--- src/rtl/iter_divider.sv ---
// ============================================================================
// Module   : iter_divider
// Purpose  : 32-bit signed/unsigned radix-2 restoring divider, one bit per clock.
// Revision : 1.0 - initial release
// ============================================================================
`default_nettype none

module iter_divider (
  input  logic        clk,
  input  logic        reset,
  input  logic        div_en,
  input  logic        div_signed,
  input  logic [31:0] dividend,
  input  logic [31:0] divisor,
  output logic [31:0] quotient,
  output logic [31:0] remainder,
  output logic        div_busy,
  output logic        div_complete
);

  typedef enum logic [1:0] {
    S_IDLE = 2'd0,
    S_BUSY = 2'd1,
    S_DONE = 2'd2
  } state_t;

  state_t      r_state;
  state_t      w_state_nxt;
  logic        w_accept;
  logic        w_last_step;

  logic [4:0]  r_cnt;
  logic [31:0] r_rem;
  logic [31:0] r_quo;
  logic [31:0] r_dsr;
  logic        r_q_neg;
  logic        r_r_neg;
  logic        r_div_zero;

  logic        w_dvd_neg;
  logic        w_dsr_neg;
  logic [31:0] w_dvd_mag;
  logic [31:0] w_dsr_mag;
  logic [32:0] w_shift;
  logic [32:0] w_diff;
  logic        w_qbit;
  logic [31:0] w_rem_nxt;
  logic [31:0] w_q_mag;
  logic [31:0] w_q_fix;
  logic [31:0] w_r_fix;

  always_comb begin
    w_state_nxt = r_state;
    w_accept    = 1'b0;
    w_last_step = (r_cnt == 5'd31);
    case (r_state)
      S_IDLE: begin
        if (div_en) begin
          w_accept    = 1'b1;
          w_state_nxt = S_BUSY;
        end
      end
      S_BUSY: begin
        if (w_last_step) w_state_nxt = S_DONE;
      end
      S_DONE: begin
        if (div_en) begin
          w_accept    = 1'b1;
          w_state_nxt = S_BUSY;
        end else begin
          w_state_nxt = S_IDLE;
        end
      end
      default: w_state_nxt = S_IDLE;
    endcase
  end

  // Negating 0x80000000 yields 0x80000000, which read unsigned is exactly 2^31.
  always_comb begin
    w_dvd_neg = div_signed & dividend[31];
    w_dsr_neg = div_signed & divisor[31];
    w_dvd_mag = w_dvd_neg ? (32'd0 - dividend) : dividend;
    w_dsr_mag = w_dsr_neg ? (32'd0 - divisor) : divisor;
  end

  // Borrow shows in bit 32 of the 33-bit trial subtraction.
  always_comb begin
    w_shift   = {r_rem, r_quo[31]};
    w_diff    = w_shift - {1'b0, r_dsr};
    w_qbit    = ~w_diff[32];
    w_rem_nxt = w_qbit ? w_diff[31:0] : w_shift[31:0];
    w_q_mag   = {r_quo[30:0], w_qbit};
    w_q_fix   = r_div_zero ? 32'hFFFF_FFFF
              : (r_q_neg ? (32'd0 - w_q_mag) : w_q_mag);
    w_r_fix   = r_r_neg ? (32'd0 - w_rem_nxt) : w_rem_nxt;
  end

  always_ff @(posedge clk or posedge reset) begin
    if (reset) begin
      r_state <= S_IDLE;
    end else begin
      r_state <= w_state_nxt;
    end
  end

  always_ff @(posedge clk or posedge reset) begin
    if (reset) begin
      r_cnt        <= 5'd0;
      r_rem        <= 32'd0;
      r_quo        <= 32'd0;
      r_dsr        <= 32'd0;
      r_q_neg      <= 1'b0;
      r_r_neg      <= 1'b0;
      r_div_zero   <= 1'b0;
      quotient     <= 32'd0;
      remainder    <= 32'd0;
      div_busy     <= 1'b0;
      div_complete <= 1'b0;
    end else begin
      div_busy     <= (w_state_nxt == S_BUSY);
      div_complete <= (w_state_nxt == S_DONE);
      if (w_accept) begin
        r_cnt      <= 5'd0;
        r_rem      <= 32'd0;
        r_quo      <= w_dvd_mag;
        r_dsr      <= w_dsr_mag;
        r_q_neg    <= w_dvd_neg ^ w_dsr_neg;
        r_r_neg    <= w_dvd_neg;
        r_div_zero <= (divisor == 32'd0);
      end else if (r_state == S_BUSY) begin
        r_cnt <= r_cnt + 5'd1;
        r_rem <= w_rem_nxt;
        r_quo <= w_q_mag;
        if (w_last_step) begin
          quotient  <= w_q_fix;
          remainder <= w_r_fix;
        end
      end
    end
  end

endmodule

`default_nettype wire

--- config.mk ---
export PLATFORM = sky130hd
export DESIGN_NAME = iter_divider
export DESIGN_NICKNAME = d
export VERILOG_FILES = /design/src/rtl/iter_divider.sv
export SDC_FILE = /design/constraint.sdc
export NUM_CORES = 1
export LEC_CHECK = 0
export BUFFER_PORTS_ARGS = -buffer_cell sky130_fd_sc_hd__buf_2
export CAP_MARGIN = 40
export CORE_UTILIZATION = 60
export CTS_CLUSTER_SIZE = 28
export DETAILED_ROUTE_END_ITERATION = 7
export PLACE_DENSITY = 0.81
export SKIP_LAST_GASP = 1
export SYNTH_ARGS = -nofsm -noshare
export SYNTH_HDL_FRONTEND = slang
export SYNTH_SLANG_ARGS = --single-unit
--- constraint.sdc ---
create_clock -name clk -period 7.54 [get_ports clk]
set_clock_uncertainty 0.1 [all_clocks]
set_input_delay 1.508 -clock clk [delete_from_list [all_inputs] [get_ports clk]]
set_output_delay 1.508 -clock clk [all_outputs]
set_load 0.03 [all_outputs]
# Word-level counts from Yosys, hierarchy flattened
# Cells that the tools add are included.
[op_classes]
n_mul = 0
order_cmp = 0
n_reduce_logical = 5
shifts = 0
bitwise = 5
eq_ne = 5
addsub = 6
n_mux = 18
n_div = 0
[op_table]
columns = ["cell", "count"]
rows = [
  ["2-to-1 mux 32 bit", 10],
  ["subtractor 1 x 32 -> 32 bit, first input constant", 4],
  ["subtractor 33 x 32 -> 33 bit", 1],
  ["zero test 32 bit", 1],
  ["2-to-1 mux 5 bit", 2],
  ["case mux 2 bit (3 select lines)", 1],
  ["adder 5 x 1 -> 5 bit, second input constant", 1],
  ["equality test 5 bit, second input constant", 1],
  ["equality test 2 x 1 -> 1 bit, second input constant", 2],
  ["equality test 2 bit, second input constant", 2],
  ["2-to-1 mux 2 bit", 2],
  ["2-to-1 mux 1 bit", 3],
  ["AND reduction 3 bit", 1],
  ["AND 1 bit", 2],
  ["zero test 2 bit", 1],
  ["inverter 1 bit", 2],
  ["nonzero test 2 bit", 1],
  ["OR reduction 2 bit", 1],
  ["bitwise XOR 1 bit", 1],
]
[word_totals]
output_inout_bits = 66
ram_bits = 0
memories = 0
latch_bits = 0
rom_bits = 0
inputBits = 68
regBits = 172

# Logic depth before layout (Yosys ltp)
[depth]
depth_word = 5
mapped_depth = 26

# Worst setup path after synthesis
# Ideal clock, no wire load.
[synth_timing]
path_type = "register to register"
start = "register r_quo[31]"
end = "register remainder[26]"
required_ps = 7309
stages_incl_launch_ff = 27
slack_ps = 2551
period_less_slack_ps = 4989
arrival_ps = 4758
setup_ps = 131
cell_sequence = "dfrtp_1 -> inv_1 -> ha_1 -> fa_1 -> nand2b_1 -> a21bo_4 -> a211oi_4 -> o211a_1 -> nor4_4 -> nor2_4 -> inv_4 -> buf_6 -> buf_6 -> buf_2 -> buf_2 -> a21oi_1 -> ha_1 -> nand2_1 -> nor4_1 -> a22oi_1 -> a21oi_1 -> and4b_1 -> mux2i_1 -> or2_1 -> o41ai_2 -> xnor2_1 -> o21ai_1"
[synth_via]
elab_chain_cells = 4
[synth_rtl]
columns = ["item", "line", "rtl"]
rows = [
  ["from (decl)", "34", "logic [31:0] r_quo;"],
  ["from (signal assigned)", "125", "r_quo <= w_dvd_mag;"],
  ["from (signal assigned)", "133", "r_quo <= w_q_mag;"],
  ["subtractor 33 x 32 -> 33 bit", "89", "w_diff = w_shift - {1'b0, r_dsr};"],
  ["2-to-1 mux 32 bit *", "91", "w_rem_nxt = w_qbit ? w_diff[31:0] : w_shift[31:0];"],
  ["subtractor 1 x 32 -> 32 bit", "95", "w_r_fix = r_r_neg ? (32'd0 - w_rem_nxt) : w_rem_nxt;"],
  ["2-to-1 mux 32 bit *", "95", ""],
  ["to (signal assigned)", "136", "remainder <= w_r_fix;"],
  ["to (decl)", "16", "output logic [31:0] remainder,"],
]
# Every way passes the cells marked *; elsewhere a longest branch is shown, timed or not.
# A chain may end at the register's enable or synchronous reset.

# Worst setup path in the final report
# Same ends and word-level chain as after synthesis.

==> metrics.md <==
| Metric | Value |
|---|---|
| Gp weighted congestion | `0.953` |
| Row cnt | `51` |
| Status | `completed` |
| Pin count of the biggest net entering global routing | `89` |
| Max Cap Viol | `0` |
| NumNets Final | `1687` |
| CP arrival | `5.73 ns` |
| Buffer count from post-CTS setup fixing | `0` |
| Boundary Pins | `134` |
| Non-Filler Instances | `1858` |
| CP delay by family, top | `compound AO/OA/AOI/OAI gates` |
| Avg Inst Size Synth | `8.19 um^2` |
| Max Slew Vio Count | `0` |
| CTS Buffer Depth | `2` |
| Diodes inserted | `0` |
| Die area | `21000 um^2` |
| Seq/Total Area, Yosys | `0.352` |
| Drt first-iter violations | `~1300` |
| Num CTS Buffers | `17` |
| Max stage delay on crit path | `0.45 ns` |
| Worst slew pin tran | `0.886 ns` |
| Worst Setup Start Kind | `register` |
| Final setup vio count | `0` |
| Layout cell share with drive strength beyond 1 | `0.137` |
| Final setup TNS | `0 ns` |
| Relative slew slack | `0.409` |
| Port buffer count | `~130` |
| RSZ-0062 raised after global routing | `no` |
| EDFF count, synth | `0` |
| Clock-pin slew on the worst setup and hold paths | `0.07 ns` |
| WL final | `roughly 36000 um` |
| Vias in the first global route | `roughly 10000` |
| Synthesized flop and latch total | `approximately 170` |
| Most frequent cells in the layout | `nand2_1, o21ai_0, dfrtp_1` |
| CP Data Required Time | `around 7.8 ns` |
| Crit. End Element | `register` |
| Routed wire per std cell | `around 19 um` |
| Crit Path Max Fanout | `60` |
| Initial core utilization | `0.621` |
| YS warnings | `0` |
| Crit path max-delay cell type | `inv_4` |
| GRT Overall Usage | `0.344` |
| PostCTS Resize Cnt | `0` |
| First-pass GRT wire length | `55600 um` |
| # hold bufs at CTS | `0` |
| DP HPWL | `26600 um` |
| Placed insts | `1826` |
| Count of TritonRoute iterations in the first routing pass | `5` |
| Vias | `around 12000` |
| Part of the cycle the worst path needs | `0.732` |
| Achievable Freq | `181 MHz` |
| Vias per cell | `around 6.4` |
| Crit path buf inv count | `2` |
| Clock sink count | `approximately 170` |
| Htree depth | `4` |
| Worst-Skew Late Latency | `0.45 ns` |
| Synth Cell Area | `12200 um^2` |
| Final min period | `between 5 and 6 ns` |
| Mapped Cells | `1495` |
| Mapped Nets | `1602` |
| Dpl cell area | `13000 um^2` |
| Post-synth ARST share | `1.00` |
| Post-synthesis cell type count | `90` |
| Core area | `between 15000 and 20000 um^2` |
| Worst setup path category | `reg2reg` |
| Commonest non-fill, non-tap cell in the layout | `nand2_1` |
| Post-route ant nets | `0` |
| Die X | `145 um` |
| Area Overhead vs Synth | `11.4%` |
| Top_reg_cell synth | `dfrtp_1` |
| Final Hold Vio Count | `0` |
| Post-layout instance area | `13600 um^2` |
| GR Overflow Total | `0` |
| Fillers | `about 1600` |
| Post-route DRC | `0` |
| CTS tree | `yes` |
| Clk root buf | `clkbuf_16` |
| Area of the multi-input gates | `7350 um^2` |
| Initial antenna violation count | `1` |
| Height of the die | `145 um` |
| HP Class | `reg2reg` |
| Total area of sequential cells | `~4300 um^2` |
| Worst path cell trace | `inv_1 -> ha_1 -> fa_1 -> nand2b_1 -> a21bo_4 -> a211oi_4 -> o211ai_2 -> a31oi_4 -> nor2_4 -> inv_4 -> nor2_1 -> a21oi_1 -> ha_1 -> nand2_1 -> nor4_1 -> a22oi_1 -> a21oi_1 -> and4b_1 -> mux2i_1 -> or2_1 -> o41ai_2 -> xnor2_1 -> o21ai_1` |
==> metrics by stage <==
step	utilization	worst slack [ns]	hold WS, ns
2_1_floorplan	-	1.27	0.350
3_3_place_gp	0.657	2.29	0.348
3_5_place_dp	0.661	2.10	0.365
4_1_cts	0.692	2.09	0.383
5_1_grt	0.692	1.62	0.411
6_report	0.692	2.02	0.376
==> cell type report <==
cell class	instances	area share
inverters	60	0.0171
flip-flops and latches	172	0.316
multi-input cells	1184	0.539
clock inverters	15	0.0130
clock buffers	17	0.0312
well taps	265	0.0243
repair buffers	145	0.0598
==> cells by family (layout without fill, tap and decap cells) <==
group | after synthesis | count (layout) | synth area share
and+or+nand+nor | 506 | 506 | 0.196
AOI/OAI and AO/OA | 487 | 487 | 0.251
DFF | 172 | 172 | 0.352
buffers and inverters | 139 | 237 | 0.0492
xor gates and xnor gates | 133 | 133 | 0.0951
adders and majority gates | 39 | 39 | 0.0405
muxes | 19 | 19 | 0.0162
==> worst paths after layout <==
kind / slack, ns / depth (start not counted) / end / startpoint
worst max-delay path: 2.02 / 23 / remainder[26] / r_quo[31]
worst min-delay path: 0.38 / 2 / quotient[31] / quotient[31]
worst max register to register: 2.02 / 23 / remainder[26] / r_quo[31]
worst min register to register: 0.38 / 2 / quotient[31] / quotient[31]
max in group asynchronous: 4.96 / 4 / remainder[29] / reset
min in group asynchronous: 1.12 / 2 / div_busy / reset
==> registers in the layout (all words and copies together), names as in the netlist <==
name          cells
div_complete      1
div_busy          1
r_div_zero        1
r_quo            32
r_cnt             5
r_rem            32
r_q_neg           1
r_r_neg           1
r_state           2
quotient         32
r_dsr            32
remainder        32
==> cell usage after synthesis (7+ instances only) <==
cell | count | area, um^2
xnor2_1 | 79 | 692
nand2_1 | 189 | 709
o41ai_1 | 8 | 70.1
o21ai_1 | 14 | 70.1
nor2_1 | 117 | 439
a31oi_1 | 19 | 119
nand3_1 | 36 | 180
nor2b_1 | 8 | 50.1
and3_1 | 9 | 56.3
nand4_1 | 12 | 75.1
mux2i_1 | 15 | 150
ha_1 | 38 | 475
or4_1 | 9 | 67.6
and2_1 | 20 | 125
a21o_1 | 13 | 97.6
nand2b_1 | 12 | 75.1
buf_2 | 13 | 65.1
inv_1 | 58 | 218
a22oi_1 | 33 | 248
dfrtp_1 | 172 | 4300
o21ai_0 | 174 | 871
o31ai_1 | 20 | 150
nor4_1 | 18 | 113
a21oi_1 | 110 | 551
a211oi_1 | 7 | 52.6
or3_1 | 20 | 125
o211ai_1 | 11 | 82.6
xor2_1 | 54 | 473
nor3_1 | 27 | 135
clkbuf_1 | 51 | 191
==> worst reg2reg max path, cell delays in order, from the launching register on <==
cell	delay [ns]
dfrtp_1	0.41
inv_1	0.06
ha_1	0.23
fa_1	0.41
nand2b_1	0.21
a21bo_4	0.25
a211oi_4	0.31
o211ai_2	0.16
a31oi_4	0.29
nor2_4	0.08
inv_4	0.45
nor2_1	0.08
a21oi_1	0.23
ha_1	0.26
nand2_1	0.07
nor4_1	0.24
a22oi_1	0.18
a21oi_1	0.15
and4b_1	0.20
mux2i_1	0.14
or2_1	0.31
o41ai_2	0.35
xnor2_1	0.16
o21ai_1	0.07
==> per-layer routing <==
layer | up-vias | track usage | wire [um]
li1 | 5535 | - | -
met1 | 5592 | 0.547 | 16600
met2 | 667 | 0.478 | 14900
met3 | 39 | 0.0625 | 3680
met4 | 2 | 0.0693 | 346
met5 | - | 0 | 13
Power is not shown: default switching activity piles up to over one toggle a cycle in this logic, so the estimate is an artifact.
